--- config.mk ---
export PLATFORM = sky130hd
export DESIGN_NAME = rv_multicycle_ctrl
export DESIGN_NICKNAME = d
export VERILOG_FILES = /design/src/rtl/rv_pkg.sv /design/src/rtl/rv_op_class.sv /design/src/rtl/rv_multicycle_ctrl.sv
export SDC_FILE = /design/constraint.sdc
export NUM_CORES = 1
export LEC_CHECK = 0
export ABC_AREA = 0
export BUFFER_PORTS_ARGS = -buffer_cell sky130_fd_sc_hd__buf_4
export CAP_MARGIN = 0
export CORE_MARGIN = 2
export CORE_UTILIZATION = 40
export CTS_BUF_LIST = sky130_fd_sc_hd__clkbuf_4 sky130_fd_sc_hd__clkbuf_8
export CTS_CLUSTER_DIAMETER = 200
export DETAILED_ROUTE_END_ITERATION = 8
export HOLD_SLACK_MARGIN = 0.06
export PLACE_DENSITY_LB_ADDON = 0.2
export SLEW_MARGIN = 20
export SYNTH_ARGS = -nofsm -noshare
export SYNTH_HDL_FRONTEND = slang
export SYNTH_SLANG_ARGS = --single-unit
--- constraint.sdc ---
create_clock -name clk -period 2.33 [get_ports clk]
set_clock_uncertainty 0.1 [all_clocks]
set_input_delay 0.3495 -clock clk [delete_from_list [all_inputs] [get_ports clk]]
set_output_delay 0.3495 -clock clk [all_outputs]
set_load 0.01 [all_outputs]
--- src/rtl/rv_pkg.sv ---
// Shared RV32I control types: opcodes, instruction classes, datapath selects, FSM states.
package rv_pkg;

    localparam int unsigned OPC_W = 7;

    // Base RV32I major opcodes (instruction bits [6:0])
    typedef enum logic [OPC_W-1:0] {
        OP_LOAD     = 7'b0000011,
        OP_MISC_MEM = 7'b0001111,
        OP_IMM      = 7'b0010011,
        OP_AUIPC    = 7'b0010111,
        OP_STORE    = 7'b0100011,
        OP_OP       = 7'b0110011,
        OP_LUI      = 7'b0110111,
        OP_BRANCH   = 7'b1100011,
        OP_JALR     = 7'b1100111,
        OP_JAL      = 7'b1101111,
        OP_SYSTEM   = 7'b1110011
    } opcode_e;

    // Instruction class as seen by the control sequencer
    typedef enum logic [3:0] {
        CLS_R,
        CLS_I,
        CLS_LOAD,
        CLS_STORE,
        CLS_BRANCH,
        CLS_JAL,
        CLS_JALR,
        CLS_LUI,
        CLS_AUIPC,
        CLS_FENCE,
        CLS_SYSTEM,
        CLS_ILLEGAL
    } op_class_e;

    typedef enum logic [1:0] {
        PC_PLUS4 = 2'd0,
        PC_IMM   = 2'd1,
        PC_ALU   = 2'd2
    } pc_sel_e;

    typedef enum logic [1:0] {
        ALU_A_RS1  = 2'd0,
        ALU_A_PC   = 2'd1,
        ALU_A_ZERO = 2'd2
    } alu_a_sel_e;

    typedef enum logic [1:0] {
        WB_ALU = 2'd0,
        WB_MEM = 2'd1,
        WB_PC4 = 2'd2
    } wb_sel_e;

    typedef enum logic [1:0] {
        ALU_OP_ADD    = 2'd0,
        ALU_OP_FUNCT  = 2'd1,
        ALU_OP_BRANCH = 2'd2
    } alu_op_e;

    localparam logic ALU_B_RS2 = 1'b0;
    localparam logic ALU_B_IMM = 1'b1;

    typedef enum logic [2:0] {
        S_FETCH,
        S_DECODE,
        S_EXEC,
        S_MEM,
        S_WB,
        S_HALT
    } ctrl_state_t;

endpackage

--- src/rtl/rv_op_class.sv ---
// Combinational opcode classifier shared by the multicycle and pipelined decoders.
module rv_op_class
    import rv_pkg::*;
(
    input  logic [OPC_W-1:0] opcode_i,
    output op_class_e        class_o,
    output logic             legal_o
);

    // Map the major opcode onto an instruction class
    always_comb begin
        class_o = CLS_ILLEGAL;
        case (opcode_i)
            OP_OP:       class_o = CLS_R;
            OP_IMM:      class_o = CLS_I;
            OP_LOAD:     class_o = CLS_LOAD;
            OP_STORE:    class_o = CLS_STORE;
            OP_BRANCH:   class_o = CLS_BRANCH;
            OP_JAL:      class_o = CLS_JAL;
            OP_JALR:     class_o = CLS_JALR;
            OP_LUI:      class_o = CLS_LUI;
            OP_AUIPC:    class_o = CLS_AUIPC;
            OP_MISC_MEM: class_o = CLS_FENCE;
            OP_SYSTEM:   class_o = CLS_SYSTEM;
            default:     class_o = CLS_ILLEGAL;
        endcase
    end

    assign legal_o = (class_o != CLS_ILLEGAL);

endmodule

--- src/rtl/rv_multicycle_ctrl.sv ---
// Multicycle RV32I control FSM: sequences fetch/decode/exec/mem/writeback strobes.
module rv_multicycle_ctrl
    import rv_pkg::*;
#(
    parameter int unsigned CNT_W       = 32,
    parameter int unsigned MEM_TIMEOUT = 0
) (
    input  logic             clk,
    input  logic             rst_n,
    input  logic [31:0]      ir,
    input  logic             br_taken,
    input  logic             mem_ready,
    output logic             mem_req,
    output logic             mem_we,
    output logic             mem_addr_sel,
    output logic             ir_we,
    output logic             pc_we,
    output logic [1:0]       pc_sel,
    output logic [1:0]       alu_a_sel,
    output logic             alu_b_sel,
    output logic [1:0]       alu_op_sel,
    output logic             rf_we,
    output logic [1:0]       wb_sel,
    output logic             halted,
    output logic             illegal,
    output logic             bus_err,
    output logic [CNT_W-1:0] retired
);

    localparam int unsigned WDOG_W = 32;

    ctrl_state_t       state_q, state_d;
    logic [CNT_W-1:0]  retired_q, retired_d;
    logic [WDOG_W-1:0] wdog_q, wdog_d;
    logic              illegal_q, illegal_d;
    logic              bus_err_q, bus_err_d;
    logic              retire_c;
    logic              mem_wait_c;
    logic              wdog_expire_c;
    op_class_e         cls;
    logic              cls_legal;
    logic              unused_ir;

    rv_op_class u_op_class (
        .opcode_i (ir[6:0]),
        .class_o  (cls),
        .legal_o  (cls_legal)
    );

    // Operand/function fields of the IR are consumed by the datapath, not here
    assign unused_ir = ^ir[31:7];

    // State, retire counter, watchdog and sticky halt causes
    always_ff @(posedge clk or negedge rst_n) begin
        if (!rst_n) begin
            state_q   <= S_FETCH;
            retired_q <= '0;
            wdog_q    <= '0;
            illegal_q <= 1'b0;
            bus_err_q <= 1'b0;
        end else begin
            state_q   <= state_d;
            retired_q <= retired_d;
            wdog_q    <= wdog_d;
            illegal_q <= illegal_d;
            bus_err_q <= bus_err_d;
        end
    end

    // Memory watchdog: counts consecutive not-ready cycles; any other cycle clears it
    always_comb begin
        mem_wait_c    = ((state_q == S_FETCH) || (state_q == S_MEM)) && !mem_ready;
        wdog_d        = '0;
        wdog_expire_c = 1'b0;
        if ((MEM_TIMEOUT != 0) && mem_wait_c) begin
            wdog_d        = wdog_q + WDOG_W'(1);
            wdog_expire_c = (wdog_d == WDOG_W'(MEM_TIMEOUT));
        end
    end

    // Next-state and strobe decode
    always_comb begin
        state_d      = state_q;
        illegal_d    = illegal_q;
        bus_err_d    = bus_err_q;
        retire_c     = 1'b0;
        mem_req      = 1'b0;
        mem_we       = 1'b0;
        mem_addr_sel = 1'b0;
        ir_we        = 1'b0;
        pc_we        = 1'b0;
        pc_sel       = PC_PLUS4;
        alu_a_sel    = ALU_A_RS1;
        alu_b_sel    = ALU_B_RS2;
        alu_op_sel   = ALU_OP_ADD;
        rf_we        = 1'b0;
        wb_sel       = WB_ALU;

        case (state_q)
            S_FETCH: begin
                mem_req = 1'b1;
                if (mem_ready) begin
                    ir_we   = 1'b1;
                    state_d = S_DECODE;
                end else if (wdog_expire_c) begin
                    state_d   = S_HALT;
                    bus_err_d = 1'b1;
                end
            end

            S_DECODE: begin
                if (cls == CLS_SYSTEM) begin
                    state_d = S_HALT;
                end else if (!cls_legal) begin
                    state_d   = S_HALT;
                    illegal_d = 1'b1;
                end else begin
                    state_d = S_EXEC;
                end
            end

            S_EXEC: begin
                case (cls)
                    CLS_R:                alu_op_sel = ALU_OP_FUNCT;
                    CLS_I: begin
                        alu_b_sel  = ALU_B_IMM;
                        alu_op_sel = ALU_OP_FUNCT;
                    end
                    CLS_LOAD, CLS_STORE,
                    CLS_JALR:             alu_b_sel = ALU_B_IMM;
                    CLS_LUI: begin
                        alu_a_sel = ALU_A_ZERO;
                        alu_b_sel = ALU_B_IMM;
                    end
                    CLS_AUIPC, CLS_JAL: begin
                        alu_a_sel = ALU_A_PC;
                        alu_b_sel = ALU_B_IMM;
                    end
                    CLS_BRANCH:           alu_op_sel = ALU_OP_BRANCH;
                    default: ;
                endcase
                case (cls)
                    CLS_BRANCH: begin
                        pc_we    = 1'b1;
                        pc_sel   = br_taken ? PC_IMM : PC_PLUS4;
                        retire_c = 1'b1;
                        state_d  = S_FETCH;
                    end
                    CLS_FENCE: begin
                        pc_we    = 1'b1;
                        retire_c = 1'b1;
                        state_d  = S_FETCH;
                    end
                    CLS_LOAD, CLS_STORE: state_d = S_MEM;
                    default:             state_d = S_WB;
                endcase
            end

            S_MEM: begin
                mem_req      = 1'b1;
                mem_addr_sel = 1'b1;
                mem_we       = (cls == CLS_STORE);
                if (mem_ready) begin
                    if (cls == CLS_STORE) begin
                        pc_we    = 1'b1;
                        retire_c = 1'b1;
                        state_d  = S_FETCH;
                    end else begin
                        state_d = S_WB;
                    end
                end else if (wdog_expire_c) begin
                    state_d   = S_HALT;
                    bus_err_d = 1'b1;
                end
            end

            S_WB: begin
                rf_we    = 1'b1;
                pc_we    = 1'b1;
                retire_c = 1'b1;
                state_d  = S_FETCH;
                // Jumps keep their EXEC operands so the link/target values stay stable
                case (cls)
                    CLS_LOAD: wb_sel = WB_MEM;
                    CLS_JAL: begin
                        wb_sel    = WB_PC4;
                        pc_sel    = PC_IMM;
                        alu_a_sel = ALU_A_PC;
                        alu_b_sel = ALU_B_IMM;
                    end
                    CLS_JALR: begin
                        wb_sel    = WB_PC4;
                        pc_sel    = PC_ALU;
                        alu_b_sel = ALU_B_IMM;
                    end
                    default: ;
                endcase
            end

            S_HALT: ;

            default: state_d = S_FETCH;
        endcase
    end

    assign retired_d = retire_c ? retired_q + CNT_W'(1) : retired_q;

    assign retired = retired_q;
    assign halted  = (state_q == S_HALT);
    assign illegal = illegal_q;
    assign bus_err = bus_err_q;

endmodule

**After elaboration in Yosys (flattened, before gate mapping)**

Cells that the tools add are included.

- Input port bits: 36
- Logic and storage cells: 79
- Register bits: 36
- Output and inout port bits: 50

- Eq/ne operators: 29
- Add/subtract/negate cells: 1
- Bitwise gates (word level): 3
- Mux-type cells: 32
- Reductions and logical operators: 11

Operator list:

| operator | count |
|---|---|
| 4-bit case mux with 11 select lines | 1 |
| 32-bit by 1-bit adder with 32-bit output, second input constant | 1 |
| 7-bit == test, second input constant | 4 |
| 2-bit case mux with 2 select lines | 6 |
| 7-bit by 6-bit == test with 1-bit output, second input constant | 3 |
| 4-bit by 3-bit == test with 1-bit output, second input constant | 4 |
| 3-bit two-way mux | 5 |
| 3-bit case mux with 5 select lines | 1 |
| 7-bit by 5-bit == test with 1-bit output, second input constant | 2 |
| 1-bit two-way mux | 14 |
| 4-bit == test, second input constant | 3 |
| 2-bit OR reduction | 6 |
| 4-bit by 2-bit == test with 1-bit output, second input constant | 2 |
| 7-bit by 2-bit == test with 1-bit output, second input constant | 1 |
| 7-bit by 4-bit == test with 1-bit output, second input constant | 1 |
| 7-bit OR reduction | 1 |
| 3-bit by 2-bit == test with 1-bit output, second input constant | 2 |
| 3-bit == test, second input constant | 2 |
| 3-bit case mux with 2 select lines | 1 |
| 3-bit AND reduction | 2 |
| 4-bit by 1-bit == test with 1-bit output, second input constant | 1 |
| 4-bit zero test | 1 |
| 2-bit two-way mux | 2 |
| 2-bit != test, second input constant | 2 |
| 6 further kinds | 8 |

**Logic depth before layout (Yosys ltp)**

Gate-level depths: netlist (run 1).

- Depth in word-level cells: 6
- Depth in mapped cells: 7
- Mapped depth without buffers: 5

**Hierarchy**

A second synthesis (run 1) with hierarchy kept.

- Cells, all modules: 238
- Area, all modules: 2259.7 µm²

Modules (own cells, without submodules):

| module | cells an instance | seq. area each (µm²) | times used | area each (µm²) |
|---|---|---|---|---|
| rv_multicycle_ctrl | 204 | 900.9 | 1 | 2029.4 |
| rv_op_class | 34 | 0.0 | 1 | 230.2 |

**Worst setup path before layout (run 1)**

Ideal clock, no wire load.

- Path kind: input to output
- From: input port ir[4]
- To: output port alu_a_sel[1]
- Stages on the path: 6
- Arrival time: 1.748 ns
- Path slack: 0.133 ns
- Path buffers: 1
- Required time: 1.881 ns
- Path through: clkbuf_1 -> nand2_1 -> o22ai_1 -> a21oi_1 -> o22a_1 -> a2111oi_0

- Cells in the longest elaborated chain, start to end: 6
- Elaborated cells on any way between the ends: 18
- Those cells by class: eq/ne: 14; mux: 3; reduce/logical: 1

RTL lines:

| element | line | text |
|---|---|---|
| start, declared | rv_multicycle_ctrl.sv:10 | `input logic [31:0] ir,` |
| 7-bit == test, or another cell as far along | rv_op_class.sv:13 | `case (opcode_i)` |
| 4-bit case mux with 11 select lines * | rv_op_class.sv:13 |  |
| 4-bit by 3-bit == test with 1-bit output or 4-bit == test (tied branches) | rv_multicycle_ctrl.sv:123 | `case (cls)` |
| 2-bit OR reduction | rv_multicycle_ctrl.sv:123 |  |
| 2-bit case mux with 2 select lines * | rv_multicycle_ctrl.sv:123 |  |
| 2-bit case mux with 2 select lines * | rv_multicycle_ctrl.sv:99 | `case (state_q)` |
| end, declared | rv_multicycle_ctrl.sv:19 | `output logic [1:0] alu_a_sel,` |

Every way passes the cells marked *; elsewhere a longest branch is shown, timed or not.

**Worst setup path after layout (run 1)**

- From: register state_q[0]
- To: output port alu_a_sel[0]

- Cells in the longest elaborated chain, start to end: 2
- Elaborated cells on any way between the ends: 3
- Those cells by class: eq/ne: 2; mux: 1

RTL lines:

| element | line | text |
|---|---|---|
| start, declared | rv_multicycle_ctrl.sv:32 | `ctrl_state_t state_q, state_d;` |
| start signal, assigned | rv_multicycle_ctrl.sv:62 | `state_q <= state_d;` |
| 3-bit == test or 3-bit by 2-bit == test with 1-bit output (tied branches) | rv_multicycle_ctrl.sv:99 |  |
| 2-bit case mux with 2 select lines * | rv_multicycle_ctrl.sv:99 |  |

Marked as above.

==> out/results.ini, run 1 <==
[clock_network]
cts_max_level=2
clk_latency_ns=0.28
clkSlewWorstSetupHoldPaths_ns=0.06
cts_tree=yes
cts_root_buf=clkbuf_8
numCtsBuffers=5
clock_path_buffers=2
cts_sinks=36

[power_and_ir_drop]
power-per-cell-area_mw_per_mm2=654.7
p_int_mw=1.339
p_leak_nw=1.590
switching_share_pct=36.10
clkPwrFrac_pct=18.9
switching_power_mw=0.7568
seq_power_share_pct=37.7
combPwrFrac_pct=43.4
worst_ir_drop_vdd_v=0.0006086

[critical_path]
slowest_delay_ns=0.42
critPathLaunchType=flip-flop
worst_path_max_delay_cell=dfrtp_1
critPathBufInv=1
cp-end-kind=output port
cp.arrival_ns=1.84
crit_chain=nand3b_1, or2_4, nor2_2, nand4_1, a221oi_2, buf_4
worstPathMaxFanout=5
critical_path_class=flip-flop to output port
cp.required_ns=1.88
path_delay_family=simple AND/OR/NAND/NOR gates

[logic_synthesis]
syn_nets=278
async_flop_share_pct=100.0
synth_cell_type_count=52
synth_ff_type=dfrtp_1
netlist.area_leader.share_pct=38.83
syn_inst=241
yosysWarnings=0
synthXorXnorAreaFrac_pct=12.84
synth_compound_area_share_pct=8.306
ys_seq_area_share_pct=38.83
synth_seq_cells=36
synth_area_leaders=dfrtp_1 (39%), xor2_1 (10%), nor4_2 (4.9%)
yosys.area_share.adder_pct=0.5394
muxShareOfSynthArea_pct=0.4854
yosys.area_share.simple_pct=33.93
synth_top_area_cell=dfrtp_1
syn_area_per_cell_sq_um=9.625
synth_edf_count=0
netlist_area_sq_mm=0.002320
synth_top_family_by_area=simple AND/OR/NAND/NOR gates

[layout]
layout_commonest_cell=buf_4
utilization_pct=57.79
antennaDiodeCount=0
nets=358
seq_area_sq_um=900.9
layout_common_cells=buf_4 (86), dfrtp_1 (36), xor2_1 (27)
area_delta_synth_final_pct=38.03
layout-drive-gt1-share_pct=39.81
nFillCells=516
multi_input_area_sq_mm=0.001449

[drt]
ant_nets=0
drt-pass1-iter-count=4
drc=0
avgViaCountPerCell=5.468
drtIter0Drc=154
vias=2138
wl_mm=5.924
wire_per_inst_microns=15.15

[timing]
fmax_mhz=436.2
rsz0062_at_grt=yes
worst_slew_pin_slew_ns=0.6011
finalMaxSlewViolations=0
setup_viol=0
hold_viol_final=0
timing.final.crit_share_pct=98.39
slew_headroom_pct=58.89
fin_crit_ns=2.292
whs_ns=0.3720
finalSetupTns_ns=0

[place]
port_buffers=59
gp_congestion=0.8719
dp_hpwl_mm=4.172

[floorplanning]
start_util_pct=41.87
row_count=27
core_area_sq_mm=0.005540
die_area_sq_mm=0.006425
ioPinCount=86
die_h_microns=80.16
fp.dieW_microns=80.16

[global_routing]
antenna_found_initial=0
grt_pass1_vias=1983
grt.overflow.total=0
grt_first_pass_wirelength_mm=9.418
grt_max_degree=37
grt_usage_pct=18.58

[run_status]
status=finished, final reports clean

[run]
max_cap_viol_count=0

[hold_path]
hp-class=flip-flop to flip-flop

-- worst reg2reg max path, cell delays in order, from the launching register on --
cell and delay [ns]:
dfrtp_1 0.42, nand3b_1 0.25, a2111oi_4 0.34, buf_4 0.17, a211oi_4 0.05, buf_6 0.17
buf_4 0.16, nor4_2 0.29, xor2_1 0.18
-- final cells by class --
class                           count  area share [%]
Sequential cell                    36           28.14
Clock buffer                        5           2.149
Tap cell                           72           2.814
Multi-Input combinational cell    183           45.25
Timing Repair Buffer               88           20.83
Inverter                            7          0.8206
-- power groups by stage --
stage	Clock, mW	Combinational (mW)	Sequential, mW
after floorplan	0	0.418	0.802
after detailed placement	0	0.759	0.803
final	0.397	0.909	0.790
after global placement	0	0.747	0.804
after global routing	0.438	0.986	0.802
after CTS	0.402	0.844	0.792
-- layer usage --
metal,up-vias,global-route usage (%),part of all wire [%]
met5,-,0,0
met4,0,4.407,0.91
met3,6,4.944,4.9
met2,52,29.33,47
met1,1060,25.37,47
li1,1020,-,-
-- cell usage after synthesis, types with 2 or more instances --
library cell / n
nand2_1: 21
nand3_1: 11
or3_1: 3
nand4bb_1: 2
o21ai_0: 7
o22ai_1: 2
nor4_4: 2
nand2b_1: 5
clkbuf_1: 6
inv_1: 7
a21oi_1: 5
xor2_1: 27
buf_6: 3
and3_1: 2
and2_1: 4
nor2b_1: 5
dfrtp_1: 36
nand4_1: 7
nand3b_1: 2
nor3_1: 14
or2_2: 5
buf_2: 4
a2111oi_0: 2
nor2_1: 12
nor4b_2: 2
xnor2_1: 7
nor4b_1: 4
nor4_2: 9
nor3b_1: 2
-- worst paths after layout --
path	from	to	slack, ns	cells after the start
hold reg to reg	retired[31]	retired[31]	0.37	1
min in group asynchronous	rst_n	retired[24]	0.48	2
setup / recovery	state_q[0]	alu_a_sel[0]	0.04	6
max in group asynchronous	rst_n	retired[31]	1.33	2
hold / removal	retired[31]	retired[31]	0.37	1
setup reg to reg	state_q[0]	retired[27]	0.13	8
-- logic make-up after synthesis --
logic type,after synthesis
AND/OR/NAND/NOR,119
flip-flops,36
XOR/XNOR,34
AO/OA/AOI/OAI,27
buffers and inverters,22
adder cells (fa/ha/maj),1
other,1
multiplexers,1
-- metrics by stage --
| step | cell area (sq um) | cells | setup WS (ns) | total power, mW |
|---|---|---|---|---|
| floorplan | 2320 | 241 | 0.1326 | 1.220 |
| detailed placement | 2938 | 379 | -0.07081 | 1.563 |
| finish | 3202 | 391 | 0.03756 | 2.096 |
| global placement | 2938 | 379 | -0.07850 | 1.552 |
| global route | 3202 | 391 | -0.04213 | 2.226 |
| CTS | 3080 | 389 | 0.03143 | 2.039 |
-- timing repair --
action,CTS,global route
hold buffers,1,0
resized for setup,8,16
hold endpoints to repair,36,0
endpoints found under the setup margin,6,25
setup buffers,4,2
pin swaps,2,5
-- sequential cells by signal (all words and copies together) (netlist names) --
register,count
state_q,3
retired,32
illegal,1
(Power assumes the default switching activity.)
==> run 2: changes to the inputs <==
SYNTH_HIERARCHICAL = 1   (was default)
==> run 2 against run 1 <==
Effect of this change:
- the run now ends with setup timing left
- global-route usage is 0.063 points lower
- count of clock-buffer cells in the layout stayed put
- register-to-register slack hardly changed
- via count is 0.33% higher
- final cell count is 6.9% higher
- synthesized area is 2.6% lower
- clock power is 38% higher
- sequential share of layout area is 2.8 points lower
- sequential power hardly changed
- cell area is 11% higher
- worst hold slack worse by 0.071 ns
- routed wire length is 2.2% lower
==> out/results.ini, run 2 <==
[drt]
wire_per_inst_microns=13.87  ; -8.5%
ant_nets=0  ; unchanged
drtIter0Drc=95  ; -38%
vias=2145  ; +0.33%
avgViaCountPerCell=5.132  ; -6.2%
drc=0  ; unchanged
drt-pass1-iter-count=4  ; unchanged
wl_mm=5.796  ; -2.2%

[global_routing]
grt.overflow.total=0  ; unchanged
grt_first_pass_wirelength_mm=9.218  ; -2.1%
antenna_found_initial=0  ; unchanged
grt_pass1_vias=1946  ; -1.9%
grt_max_degree=37  ; unchanged
grt_usage_pct=18.52  ; -0.063 points

[timing]
finalSetupTns_ns=-0.2283  ; -0.2283 ns
worst_slew_pin_slew_ns=0.5343  ; -0.06685 ns
slew_headroom_pct=64.11  ; +5.2 points
setup_ws_ns=-0.06410  ; -0.1017 ns
hold_viol_final=0  ; unchanged
finalMaxSlewViolations=0  ; unchanged
setup_viol=6  ; +6
fin_crit_ns=2.394  ; +0.1017 ns
timing.final.crit_share_pct=102.8  ; +4.4 points
whs_ns=0.3006  ; -0.07139 ns
rsz0062_at_grt=yes
fmax_mhz=417.7  ; -4.2%

[logic_synthesis]
async_flop_share_pct=100.0  ; unchanged
ys_seq_area_share_pct=39.87  ; +1.0 points
syn_area_per_cell_sq_um=9.494  ; -1.4%
synth_area_leaders=dfrtp_1 (40%), xnor2_1 (11%), nand2_1 (4.0%)
syn_inst=238  ; -1.2%
synth_seq_cells=36  ; unchanged
synth_edf_count=0  ; unchanged
netlist.area_leader.share_pct=39.87  ; +1.0 points
synth_common_cells=dfrtp_1 (36), xnor2_1 (28), nand2_1 (24), nand3_1 (17), nor2_1 (13)
yosysMostFrequentCell=dfrtp_1
netlist_area_sq_mm=0.002260  ; -2.6%
syn_nets=275  ; -1.1%
synth_cell_type_count=57  ; +9.6%
synth_ff_type=dfrtp_1
yosysWarnings=6  ; +6
synth_top_area_cell=dfrtp_1

[critical_path]
slowest_delay_ns=0.42  ; about the same
startpoint=ir[3]
r2r-end=retired[28]
path_delay_family=simple AND/OR/NAND/NOR gates
cpMostUsedCell=buf_6
worst_path_max_delay_cell=or3b_4
crit_chain=buf_8, or3b_4, nor2_2, o2111a_2, and4bb_2, a41oi_4, buf_6, nand2_4, buf_6
critPathLaunchType=input pin
critPathBufInv=3  ; +2
reg2reg_depth=9  ; +1
worstPathMaxFanout=4  ; -1
r2r_slack_ns=0.13  ; about the same
cp-end-kind=output port
cp.arrival_ns=1.94  ; +0.10 ns
cp.required_ns=1.88  ; about the same
reg2reg_from=state_q[2]
critical_path_class=input pin to output port

[layout]
antennaDiodeCount=0  ; unchanged
utilization_pct=64.86  ; +7.1 points
layout_common_cells=buf_4 (92), dfrtp_1 (36), xnor2_1 (26)
nets=382  ; +6.7%
multi_input_area_sq_mm=0.001466  ; +1.2%
layout-drive-gt1-share_pct=49.13  ; +9.3 points
area_delta_synth_final_pct=57.09
final_cells=418  ; +6.9%
nFillCells=472  ; -8.5%
layout_commonest_cell=buf_4
largest_register_ffs=32  ; unchanged
design_area_sq_mm=0.003550  ; +11%
seq_area_sq_um=900.9  ; unchanged

[power_and_ir_drop]
worst_ir_drop_vdd_v=0.0006724  ; +10%
power-per-cell-area_mw_per_mm2=610.5  ; -6.7%
p_leak_nw=1.610  ; +1.3%
p_total_mw=2.167  ; +3.4%

[place]
dp_hpwl_mm=3.977  ; -4.7%
dp.cells=398  ; +5.0%
gp_congestion=0.7730  ; -11%
port_buffers=59  ; unchanged
dp_slack_ns=-0.3637  ; -0.2929 ns
placed_area_sq_mm=0.003067  ; +4.4%

[clock_network]
cts_max_level=2  ; unchanged
clk_latency_ns=0.29  ; about the same
numCtsBuffers=5  ; unchanged
clock_path_buffers=2  ; unchanged
cts_tree=yes
clkSlewWorstSetupHoldPaths_ns=0.07  ; about the same
cts_sinks=36  ; unchanged
cts_root_buf=clkbuf_8

[run_status]
status=finished, violations left
violations=setup timing

[hold_path]
hold_depth=3  ; +2
hp-class=input pin to flip-flop
hold_start=mem_ready
min_to=state_q[2]

[floorplanning]
core_area_sq_mm=0.005473  ; -1.2%
fp.dieW_microns=79.16  ; -1.2%
die_h_microns=79.16  ; -1.2%
die_area_sq_mm=0.006266  ; -2.5%
row_count=27  ; unchanged
start_util_pct=41.29  ; -0.58 points
ioPinCount=86  ; unchanged

[run]
max_cap_viol_count=0  ; unchanged

-- run 2: changes by cell type in the layout (fill, tap and decap cells not counted), moves of 4 or more --
| cell | before | now |
|---|---|---|
| xor2_1 | 27 | 7 |
| xnor2_1 | 7 | 26 |
| buf_6 | 1 | 15 |
| nor3_1 | 12 | 1 |
| buf_4 | 86 | 92 |
| nor4_4 | 6 | 0 |
| nor4_2 | 5 | 0 |
| a211oi_1 | 1 | 5 |
| nand3_2 | 0 | 4 |
| nand4_1 | 7 | 11 |
| or2_2 | 4 | 0 |
-- run 2: what timing repair did --
item / CTS / global route
endpoints found under the hold margin: 36 / 0
setup endpoints to repair: 18 / 41
gates resized for setup: 24 / 41
pin swaps: 8 / 17
buffers inserted: 7 / 4
hold buffers: 1 / 0
-- run 2: final cells by class --
| type | count | area share, % |
|---|---|---|
| tap | 72 | 2.538 |
| sequential | 36 | 25.38 |
| timing repair buffer | 112 | 26.33 |
| multi-input combinational | 179 | 41.31 |
| inverter | 11 | 1.304 |
| clock buffer | 5 | 1.939 |
| clock inverter | 3 | 1.198 |
-- run 2: cells by family after synthesis --
group | synth area share, %
AO/OA/AOI/OAI | 14.34
XOR/XNOR | 13.57
adder cells (fa/ha/maj) | 0.5536
buffers and inverters | 5.315
flip-flops | 39.87
multiplexers | 0.9966
other | 0.1660
AND/OR/NAND/NOR | 25.19
-- run 2: per-layer routing --
| metal | part of all wire [%] | vias up | GRT usage (%) |
|---|---|---|---|
| li1 | - | 1060 | - |
| met1 | 45 | 1023 | 25.31 |
| met2 | 49 | 50 | 29.58 |
| met3 | 3.8 | 12 | 3.182 |
| met4 | 2.3 | 0 | 6.552 |
| met5 | 0 | - | 0 |
-- run 2: worst max-delay path by stage --
| stage | slack, ns | to | depth (start not counted) |
|---|---|---|---|
| 6_report | -0.06 | pc_we | 9 |
| 3_3_place_gp | -0.36 | retired[28] | 11 |
| 3_5_place_dp | -0.36 | retired[28] | 11 |
| 5_1_grt | -0.15 | alu_a_sel[0] | 12 |
| 4_1_cts | -0.1 | pc_we | 9 |
| 2_1_floorplan | -0.23 | retired[28] | 10 |
-- run 2: worst reg2reg max path, cell delays in order, from the launching register on --
cell and delay (ns):
dfrtp_1 0.47, inv_2 0.08, or3_4 0.43, clkinv_4 0.10
a41oi_4 0.05, buf_6 0.17, a211oi_4 0.28, buf_6 0.14
and4bb_1 0.20, xor2_1 0.14
-- run 2: power breakdown --
group / switching [mW] / leakage, nW / internal (mW)
sequential: 0.0986 / 0.478 / 0.692
combinational: 0.422 / 1.08 / 0.408
clock: 0.230 / 0.0541 / 0.317
total: 0.751 / 1.61 / 1.42
